<file path="src/rtl/arr_pkg.sv">
// Shared types and helpers for the arr_bank array-storage block.
//   host_state_t : host burst engine states
//   HOST_LOAD / HOST_DUMP : host_mode encodings
//   arr_addr_w() : address width for a given depth (never below 1)
package arr_pkg;

  typedef enum logic [1:0] {
    IDLE = 2'd0,
    LOAD = 2'd1,
    DUMP = 2'd2,
    FIN  = 2'd3
  } host_state_t;

  localparam logic HOST_LOAD = 1'b0;
  localparam logic HOST_DUMP = 1'b1;

  function automatic int unsigned arr_addr_w(input int unsigned depth);
    return (depth <= 2) ? 1 : $clog2(depth);
  endfunction

endpackage

</file>
<file path="src/rtl/arr_mem.sv">
// Single-port RAM with registered read data.
//   clk, rst_n : clock, synchronous active-low reset (clears read register only)
//   en, we     : access enable, write enable
//   addr       : word address
//   wdata      : write data
//   rdata      : read data, valid the cycle after a read access
module arr_mem
  import arr_pkg::*;
#(
  parameter int unsigned WIDTH  = 64,
  parameter int unsigned DEPTH  = 16,
  parameter int unsigned ADDR_W = arr_addr_w(DEPTH)
) (
  input  logic              clk,
  input  logic              rst_n,
  input  logic              en,
  input  logic              we,
  input  logic [ADDR_W-1:0] addr,
  input  logic [WIDTH-1:0]  wdata,
  output logic [WIDTH-1:0]  rdata
);

  logic [WIDTH-1:0] mem [DEPTH];

  // Storage array: contents survive reset.
  always_ff @(posedge clk) begin
    if (en && we) begin
      mem[addr] <= wdata;
    end
  end

  // Read register only updates on a read, so it holds while a consumer stalls.
  always_ff @(posedge clk) begin
    if (!rst_n) begin
      rdata <= '0;
    end else if (en && !we) begin
      rdata <= mem[addr];
    end
  end

endmodule

</file>
<file path="src/rtl/arr_bank.sv">
// Array bank: one single-port RAM shared by NPORT kernel ports (fixed priority,
// lowest index wins) and a host burst engine (LOAD/DUMP over valid/ready).
//   controlArr       : 1 = host engine owns the RAM, 0 = kernel ports own it
//   host_start/mode/base/len : burst command, accepted in IDLE only
//   host_w*          : LOAD data stream; host_r* : DUMP data stream
//   host_busy/done/abort : engine status, done/abort are one-cycle pulses
//   k_req/we/addr/wdata  : kernel requests; k_grant is combinational
//   k_rvalid/k_rdata     : kernel read return, one cycle after the grant
module arr_bank
  import arr_pkg::*;
#(
  parameter int unsigned WIDTH  = 64,
  parameter int unsigned DEPTH  = 16,
  parameter int unsigned ADDR_W = arr_addr_w(DEPTH),
  parameter int unsigned NPORT  = 2
) (
  input  logic                     clk,
  input  logic                     rst_n,
  input  logic                     controlArr,
  input  logic                     host_start,
  input  logic                     host_mode,
  input  logic [ADDR_W-1:0]        host_base,
  input  logic [ADDR_W:0]          host_len,
  input  logic                     host_wvalid,
  output logic                     host_wready,
  input  logic [WIDTH-1:0]         host_wdata,
  output logic                     host_rvalid,
  input  logic                     host_rready,
  output logic [WIDTH-1:0]         host_rdata,
  output logic                     host_busy,
  output logic                     host_done,
  output logic                     host_abort,
  input  logic [NPORT-1:0]         k_req,
  input  logic [NPORT-1:0]         k_we,
  input  logic [NPORT*ADDR_W-1:0]  k_addr,
  input  logic [NPORT*WIDTH-1:0]   k_wdata,
  output logic [NPORT-1:0]         k_grant,
  output logic [NPORT-1:0]         k_rvalid,
  output logic [WIDTH-1:0]         k_rdata
);

  localparam int unsigned CNT_W = ADDR_W + 1;

  host_state_t       state, state_d;
  logic [ADDR_W-1:0] addr_q, addr_d, addr_inc;
  logic [CNT_W-1:0]  cnt_q, cnt_d;
  logic              busy_d, done_d, abort_d, wready_d, rvalid_d;
  logic              load_acc, dump_iss;
  logic [NPORT-1:0]  k_rvalid_q;
  logic              found;

  logic              mem_en, mem_we;
  logic [ADDR_W-1:0] mem_addr;
  logic [WIDTH-1:0]  mem_wdata, mem_rdata;

  // Burst address advances modulo DEPTH (DEPTH need not be a power of two).
  assign addr_inc = (addr_q == ADDR_W'(DEPTH - 1)) ? '0 : ADDR_W'(addr_q + ADDR_W'(1));

  // Host engine next-state and next-output logic.
  always_comb begin
    state_d  = state;
    addr_d   = addr_q;
    cnt_d    = cnt_q;
    done_d   = 1'b0;
    abort_d  = 1'b0;
    rvalid_d = host_rvalid;
    load_acc = 1'b0;
    dump_iss = 1'b0;

    case (state)
      IDLE: begin
        if (host_start && controlArr) begin
          addr_d = host_base;
          cnt_d  = host_len;
          if (host_len == '0) begin
            state_d = FIN;
          end else if (host_mode == HOST_LOAD) begin
            state_d = LOAD;
          end else begin
            state_d = DUMP;
          end
        end
      end
      LOAD: begin
        if (host_wready && host_wvalid) begin
          load_acc = 1'b1;
          addr_d   = addr_inc;
          cnt_d    = CNT_W'(cnt_q - CNT_W'(1));
          if (cnt_q == CNT_W'(1)) begin
            state_d = FIN;
            done_d  = 1'b1;
          end
        end
      end
      DUMP: begin
        if (host_rvalid && host_rready) begin
          rvalid_d = 1'b0;
        end
        // The one-word slot is free if empty or draining this cycle.
        if (!host_rvalid || host_rready) begin
          if (cnt_q != '0) begin
            dump_iss = 1'b1;
            rvalid_d = 1'b1;
            addr_d   = addr_inc;
            cnt_d    = CNT_W'(cnt_q - CNT_W'(1));
          end else begin
            state_d = FIN;
            done_d  = 1'b1;
          end
        end
      end
      FIN: begin
        // Bursts enter FIN with done already raised; a zero-length burst
        // arrives with done low and raises it here.
        if (host_done) begin
          state_d = IDLE;
        end else begin
          done_d = 1'b1;
        end
      end
      default: state_d = IDLE;
    endcase

    // Losing ownership cancels any burst in flight.
    if (!controlArr && (state != IDLE) && !((state == FIN) && host_done)) begin
      state_d  = IDLE;
      abort_d  = 1'b1;
      done_d   = 1'b0;
      rvalid_d = 1'b0;
      load_acc = 1'b0;
      dump_iss = 1'b0;
    end

    busy_d   = (state_d != IDLE) && !done_d;
    wready_d = (state_d == LOAD);
  end

  // Host engine registers.
  always_ff @(posedge clk) begin
    if (!rst_n) begin
      state       <= IDLE;
      addr_q      <= '0;
      cnt_q       <= '0;
      host_busy   <= 1'b0;
      host_done   <= 1'b0;
      host_abort  <= 1'b0;
      host_wready <= 1'b0;
      host_rvalid <= 1'b0;
    end else begin
      state       <= state_d;
      addr_q      <= addr_d;
      cnt_q       <= cnt_d;
      host_busy   <= busy_d;
      host_done   <= done_d;
      host_abort  <= abort_d;
      host_wready <= wready_d;
      host_rvalid <= rvalid_d;
    end
  end

  // Ownership mux and fixed-priority kernel arbiter.
  always_comb begin
    mem_en    = 1'b0;
    mem_we    = 1'b0;
    mem_addr  = addr_q;
    mem_wdata = host_wdata;
    k_grant   = '0;
    found     = 1'b0;
    if (controlArr) begin
      mem_en = load_acc || dump_iss;
      mem_we = load_acc;
    end else begin
      for (int i = 0; i < int'(NPORT); i++) begin
        if (k_req[i] && !found) begin
          found      = 1'b1;
          k_grant[i] = 1'b1;
          mem_en     = 1'b1;
          mem_we     = k_we[i];
          mem_addr   = k_addr[i*ADDR_W +: ADDR_W];
          mem_wdata  = k_wdata[i*WIDTH +: WIDTH];
        end
      end
    end
    // Reset wins over any access attempted in the same cycle.
    mem_en = mem_en && rst_n;
  end

  // Kernel read-return flags track the previous cycle's read grant.
  always_ff @(posedge clk) begin
    if (!rst_n) begin
      k_rvalid_q <= '0;
    end else begin
      k_rvalid_q <= k_grant & ~k_we;
    end
  end

  assign k_rvalid   = k_rvalid_q & {NPORT{~controlArr}};
  assign k_rdata    = mem_rdata;
  assign host_rdata = mem_rdata;

  arr_mem #(
    .WIDTH  (WIDTH),
    .DEPTH  (DEPTH),
    .ADDR_W (ADDR_W)
  ) u_mem (
    .clk   (clk),
    .rst_n (rst_n),
    .en    (mem_en),
    .we    (mem_we),
    .addr  (mem_addr),
    .wdata (mem_wdata),
    .rdata (mem_rdata)
  );

endmodule

</file>
<file path="config.mk">
export PLATFORM = sky130hd
export DESIGN_NAME = arr_bank
export DESIGN_NICKNAME = d
export VERILOG_FILES = /design/src/rtl/arr_pkg.sv /design/src/rtl/arr_mem.sv /design/src/rtl/arr_bank.sv
export SDC_FILE = /design/constraint.sdc
export NUM_CORES = 1
export LEC_CHECK = 0
export CORE_MARGIN = 5
export CORE_UTILIZATION = 55
export CTS_BUF_LIST = sky130_fd_sc_hd__clkbuf_4
export DETAILED_ROUTE_END_ITERATION = 10
export PLACE_DENSITY = 0.83
export SETUP_SLACK_MARGIN = 0.3
export SYNTH_ARGS = -nofsm -noshare
export SYNTH_HDL_FRONTEND = slang
export SYNTH_SLANG_ARGS = --single-unit
export TNS_END_PERCENT = 5
</file>
<file path="constraint.sdc">
create_clock -name clk -period 8.3 [get_ports clk]
set_clock_uncertainty 0.15 [all_clocks]
set_input_delay 1.66 -clock clk [delete_from_list [all_inputs] [get_ports clk]]
set_output_delay 1.66 -clock clk [all_outputs]
set_load 0.01 [all_outputs]
</file>
== After elaboration in Yosys (flattened, before gate mapping) ==
Memory sizes are Yosys's and may differ from the RTL's. A register that Yosys moved wholly into a read port is not among the register bits.
Index checks and enable logic that the tools add are counted.

* Bitwise logic cells: 5
* Add/sub/neg operators: 2
* Equality and inequality tests: 10
* Div/mod/pow operators: 0
* Multiplexer cells: 56
* Magnitude comparators: 0
* Multipliers: 0
* Shifts and indexed selects: 0
* Reductions and logical operators: 28

{| class="wikitable"
|+ Operators by type and width
! cell !! number
|-
| two-way mux 64 bit || 3
|-
| two-way mux 4 bit || 8
|-
| two-way mux 1 bit || 27
|-
| two-way mux 2 bit || 10
|-
| two-way mux 5 bit || 4
|-
| case mux 5 bit (3 select lines) || 1
|-
| case mux 4 bit (3 select lines) || 1
|-
| logical AND 1 bit || 11
|-
| != test 2 bit, second input constant || 4
|-
| case mux 2 bit (4 select lines) || 1
|-
| logical NOT 1 bit || 7
|-
| == test 5 x 1 -> 1 bit, second input constant || 1
|-
| logical NOT 5 bit || 1
|-
| AND reduction 5 bit || 1
|-
| nonzero test 5 bit || 1
|-
| subtractor 5 x 1 -> 5 bit, second input constant || 1
|-
| adder 4 x 1 -> 4 bit, second input constant || 1
|-
| bitwise AND 2 bit || 2
|-
| == test 2 x 1 -> 1 bit, second input constant || 2
|-
| == test 2 bit, second input constant || 2
|-
| == test 4 bit, second input constant || 1
|-
| nonzero test 2 bit || 2
|-
| case mux 1 bit (3 select lines) || 1
|-
| nonzero test 3 bit || 1
|-
| 5 further kinds || 7
|}

* Word-level logic and storage cells: 111
* Memories kept: 1
* Bits in registers: 18
* Output and inout port bits: 137
* Latch bits: 0
* RAM bits: 1,024
* Bits in read-only memories: 0
* Bits of input ports: 220

{| class="wikitable"
|+ Memories
! memory !! depth !! bits a word !! read ports !! clocked after memory_dff !! wr ports !! line !! RTL
|-
| u_mem.mem || 16 || 64 || 1 || 1 || 1 || arr_mem.sv:23 || <nowiki>logic [WIDTH-1:0] mem [DEPTH];</nowiki>
|}

== Longest topological paths before layout ==
* Depth after elaboration: 11
* Mapped depth: 10
* Gate-level depth less buffers: 8

== By module ==
From an unflattened synthesis, not the netlist that was laid out.

* Cells, all modules: 2,457
* Area, all modules: 43,670.6 µm²

{| class="wikitable"
|+ By module, submodules not included
! module !! instances !! sequential area each (µm²) !! cells an instance !! area each (µm²)
|-
| arr_mem || 1 || 32,030.7 || 2,017 || 40,764.1
|-
| arr_bank || 1 || 360.3 || 440 || 2,906.5
|}

== Least setup slack after synthesis ==
No wires, ideal clock.

* Path type: input-to-reg
* From: input controlArr
* To: memory u_mem.mem[12][0] (enable)
* Library setup time: 486 ps
* Stages: 8
* Arrival: 5,830 ps
* Path slack: 1,834 ps
* Buffers on the path: 4
* Required time: 7,664 ps
* Cells stage by stage: buf_2 nor4b_1 a211o_1 buf_4 buf_2 buf_2 nand2_1 nor2_1

* Cells in the longest elaborated chain, start to end: 10
* Elaborated cells on any way between the ends: 13
* Those cells by class: mux: 7; reduce/logical: 6

{| class="wikitable"
|+ RTL lines
! item !! line !! RTL
|-
| start, declared || arr_bank.sv:19 || <nowiki>input logic controlArr,</nowiki>
|-
| logical NOT 1 bit || arr_bank.sv:125 || <nowiki>if (!controlArr && (state != IDLE) && !((state == FIN) && host_done)) begin</nowiki>
|-
| logical AND 1 bit (2 in series) || arr_bank.sv:125 ||
|-
| two-way mux 1 bit || arr_bank.sv:125 ||
|-
| logical OR 1 bit || arr_bank.sv:170 || <nowiki>mem_en = load_acc || dump_iss;</nowiki>
|-
| two-way mux 1 bit || arr_bank.sv:169 || <nowiki>if (controlArr) begin</nowiki>
|-
| logical AND 1 bit || arr_bank.sv:185 || <nowiki>mem_en = mem_en && rst_n;</nowiki>
|-
| logical AND 1 bit || arr_mem.sv:27 || <nowiki>if (en && we) begin</nowiki>
|-
| two-way mux 1 bit || arr_mem.sv:27 ||
|-
| two-way mux 1 bit (implied by the code) || arr_mem.sv:28 || <nowiki>mem[addr] <= wdata;</nowiki>
|-
| end, declared || arr_mem.sv:23 ||
|}

Parallel ways exist; a longest one is shown, timed or not.

== Worst setup path in the final report ==
* From: input k_req[0]
* To: output k_grant[0]

* Cells in the longest elaborated chain, start to end: 2

{| class="wikitable"
|+ RTL lines
! item !! line !! RTL
|-
| start, declared || arr_bank.sv:33 || <nowiki>input logic [NPORT-1:0] k_req,</nowiki>
|-
| two-way mux 1 bit || arr_bank.sv:174 || <nowiki>if (k_req[i] && !found) begin</nowiki>
|-
| two-way mux 2 bit || arr_bank.sv:169 ||
|-
| end, declared || arr_bank.sv:37 || <nowiki>output logic [NPORT-1:0] k_grant,</nowiki>
|}

Every way passes these cells.

==> results.sh <==
export IMPL_status="finished, final reports clean"
export IMPL_synthTopCellsByArea="edfxtp_1 69%, nand2_1 7.7%, dfxtp_1 3.7%, a21oi_1 3.0%, nand3_1 2.6%"
export IMPL_rows=104
export IMPL_coreArea_sq_um=80400
export IMPL_cp_slowest_stage_delay_ns=0.62
export IMPL_die_w_um=295
export IMPL_synth_area_leader_cell="edfxtp_1"
export IMPL_die_h_um=295
export IMPL_hold_viol_final=0
export IMPL_grt_usage=0.283
export IMPL_tns_ns=0
export IMPL_worst_pin_slew_ns=1.44
export IMPL_final_max_slew_violation_count=0
export IMPL_synthMuxAreaShare=0.0155
export IMPL_synth_area_sq_um=44600
export IMPL_synth_commonest_cells="1024 x edfxtp_1, 920 x nand2_1, 263 x a21oi_1"
export IMPL_start_kind="primary input"
export IMPL_worstPathMaxFanout=59
export IMPL_p_per_area_nw_per_um2=249
export IMPL_yosys_warnings=0
export IMPL_synth_top_family_by_area="simple AND/OR/NAND/NOR gates"
export IMPL_start_util=0.554
export IMPL_pwr_share_comb=0.163
export IMPL_io_buffers=356
export IMPL_p_int_mw=9.48
export IMPL_drive_gt1_frac=0.144
export IMPL_worst_ep_arrival_time_ns=3.90
export IMPL_post_cts_setup_buffers=0
export IMPL_postSynthNetCount=3755
export IMPL_drt_iter0_drc=4732
export IMPL_cts_buffer_depth=4
export IMPL_drt_total_wl_um=126000
export IMPL_syn_avg_cell_area_sq_um=12.6
export IMPL_nets=4208
export IMPL_vdd_drop_max_mv=0.190
export IMPL_ant_nets=0
export IMPL_crit_chain="buf_4 -> buf_4 -> nand2b_1 -> inv_2 -> clkdlybuf4s50_1"
export IMPL_vias=32200
export IMPL_drtPass1Iterations=7
export IMPL_tritoncts="built"
export IMPL_finalCritPeriodShare=0.688
export IMPL_grt_pass1_vias=32200
export IMPL_clk_pin_slew_ns=0.07
export IMPL_p_switching_mw=3.68
export IMPL_post_drt_wl_per_cell_um=24.1
export IMPL_cts_resized=0
export IMPL_clkSinkCount=1106
export IMPL_overflow=0
export IMPL_die_area_sq_um=86900
export IMPL_vias_per_cell=6.15
export IMPL_p_leak_nw=18.1
export IMPL_drc=0
export IMPL_critPathRequiredTime_ns=6.49
export IMPL_cts_made_buffers=286
export IMPL_yosysSeqAreaShare=0.726
export IMPL_io_pins=357
export IMPL_crit_type="in2out"
export IMPL_htreeDepth=5
export IMPL_final_util=0.656
export IMPL_ctsHoldBuffers=0
export IMPL_antenna_found_initial=3
export IMPL_pwr_share_clk=0.356
export IMPL_synth_main_ff_cell="edfxtp_1"
export IMPL_synth_seq_cells=1106
export IMPL_synth_edff_count=1024
export IMPL_crit_top_cell="buf_4"
export IMPL_path_buf_inv=4
export IMPL_yosysMostFrequentCell="edfxtp_1"
export IMPL_grt_setup_unrepaired="no"
export IMPL_place_gp_congestion=0.827
export IMPL_cts_root_buffer="clkbuf_4"
export IMPL_yosysTopAreaCellShare=0.690
export IMPL_synth_compound_area_frac=0.0854
export IMPL_crit_family="buffers and inverters"
export IMPL_worstHoldPathType="reg2reg"
export IMPL_fin_crit_ns=5.71
export IMPL_seqPwrFrac=0.482
export IMPL_p_sw_frac=0.280
export IMPL_maxCapViolCount=0
export IMPL_relSlewSlack=0.0344
export IMPL_synthAdderAreaFrac=0.00224
export IMPL_synthXorXnorAreaFrac=0
export IMPL_yosysUniqueCellTypes=53
export IMPL_slowest_stage="clkdlybuf4s50_1"
export IMPL_synthArstFlopShare=0
export IMPL_dp_hpwl_um=68300
export IMPL_yosys_area_share_simple=0.137
export IMPL_grt_max_degree=163
export IMPL_end_kind="output port"
export IMPL_grt_pass1_wl_um=187000
export IMPL_timing_fmax_ghz=0.175
export IMPL_finalSetupViolCount=0
export IMPL_area_growth_pct=18.4
export IMPL_netlist_instances=3527
export IMPL_clk_latency_ns=1.12
## layout by cell type, fill, tap and decap left out, drive strengths merged, types with 4 or more instances in the layout
master | netlist | final
bufinv | 0 | 5
nor2 | 32 | 32
o21ai | 138 | 138
nand4 | 65 | 65
diode | 0 | 4
a21boi | 5 | 5
nor3 | 32 | 32
clkbuf | 150 | 436
a32oi | 65 | 65
nor3b | 4 | 4
nand2 | 920 | 920
nor2b | 72 | 72
clkinv | 0 | 43
inv | 11 | 14
a21oi | 263 | 263
ha | 8 | 8
nor4 | 34 | 34
o211ai | 4 | 4
mux2i | 68 | 68
a22oi | 65 | 65
edfxtp | 1024 | 1024
dfxtp | 82 | 82
nand3 | 232 | 232
clkdlybuf4s50 | 0 | 352
buf | 145 | 108
a31oi | 65 | 65
## power by group through the flow
stage	clock, mW	combinational (mW)	sequential, mW
after CTS	4.71	2.09	6.34
after floorplan	0	1.28	6.45
after global routing	5.05	2.28	6.34
after global placement	0	2.01	6.45
final	4.68	2.14	6.34
after detailed placement	0	2.07	6.46
## sequential cells by signal (all words and copies together) (netlist names)
| signal | count |
|---|---|
| host_rvalid | 1 |
| cnt_q | 5 |
| u_mem.rdata | 64 |
| host_wready | 1 |
| host_done | 1 |
| u_mem.mem | 1024 |
| host_busy | 1 |
| host_abort | 1 |
| k_rvalid_q | 2 |
| addr_q | 4 |
| state | 2 |
## stage by stage
step / cells / power [mW] / hold WS, ns / worst slack (ns) / area [sq um]
finish: 5243 / 13.2 / 0.360 / 2.59 / 52800
global route: 5240 / 13.7 / 0.395 / 2.48 / 52800
CTS: 5239 / 13.1 / 0.356 / 2.60 / 52800
detailed placement: 4752 / 8.53 / 0.346 / 2.43 / 49200
global placement: 4752 / 8.47 / 0.338 / 2.45 / 49200
floorplan: 3527 / 7.72 / 0.317 / 1.83 / 44600
## tightest hold or removal path, delay by kind of cell (launching register included)
family,cells,cell delay [ns]
compound gates,1,0.06
flops,1,0.34
simple gates,1,0.06
## cells by family after synthesis
logic type / after synthesis
simple gates: 1404
flops: 1106
compound gates: 634
buf+inv: 306
mux: 69
fa+ha+maj: 8
## metal layers
layer / routed length (um) / track usage / vias to the layer above
li1: - / - / 14000
met1: 44200 / 0.373 / 15300
met2: 59600 / 0.445 / 2570
met3: 18300 / 0.0880 / 326
met4: 4270 / 0.114 / 0
met5: 0 / 0 / -
## path summary, 6_finish.rpt
kind / start / end / slack [ns] / cells past startpoint
max: k_req[0] / k_grant[0] / 2.59 / 5
min reg2reg: cnt_q[1] / cnt_q[1] / 0.36 / 2
max reg2reg: addr_q[1] / u_mem.mem[14][62] / 4.29 / 6
min: cnt_q[1] / cnt_q[1] / 0.36 / 2
## cell type report
cell class | count | area [sq um]
Sequential cell | 1106 | 32400
Multi-Input combinational cell | 2115 | 10900
Inverter | 11 | 41.3
Clock inverter | 51 | 328
Fill cell | 5404 | 27600
Tap cell | 1060 | 1330
Antenna cell | 4 | 10.0
Timing Repair Buffer | 460 | 4470
Clock buffer | 436 | 3270
Power figures use the tool's default switching activity.
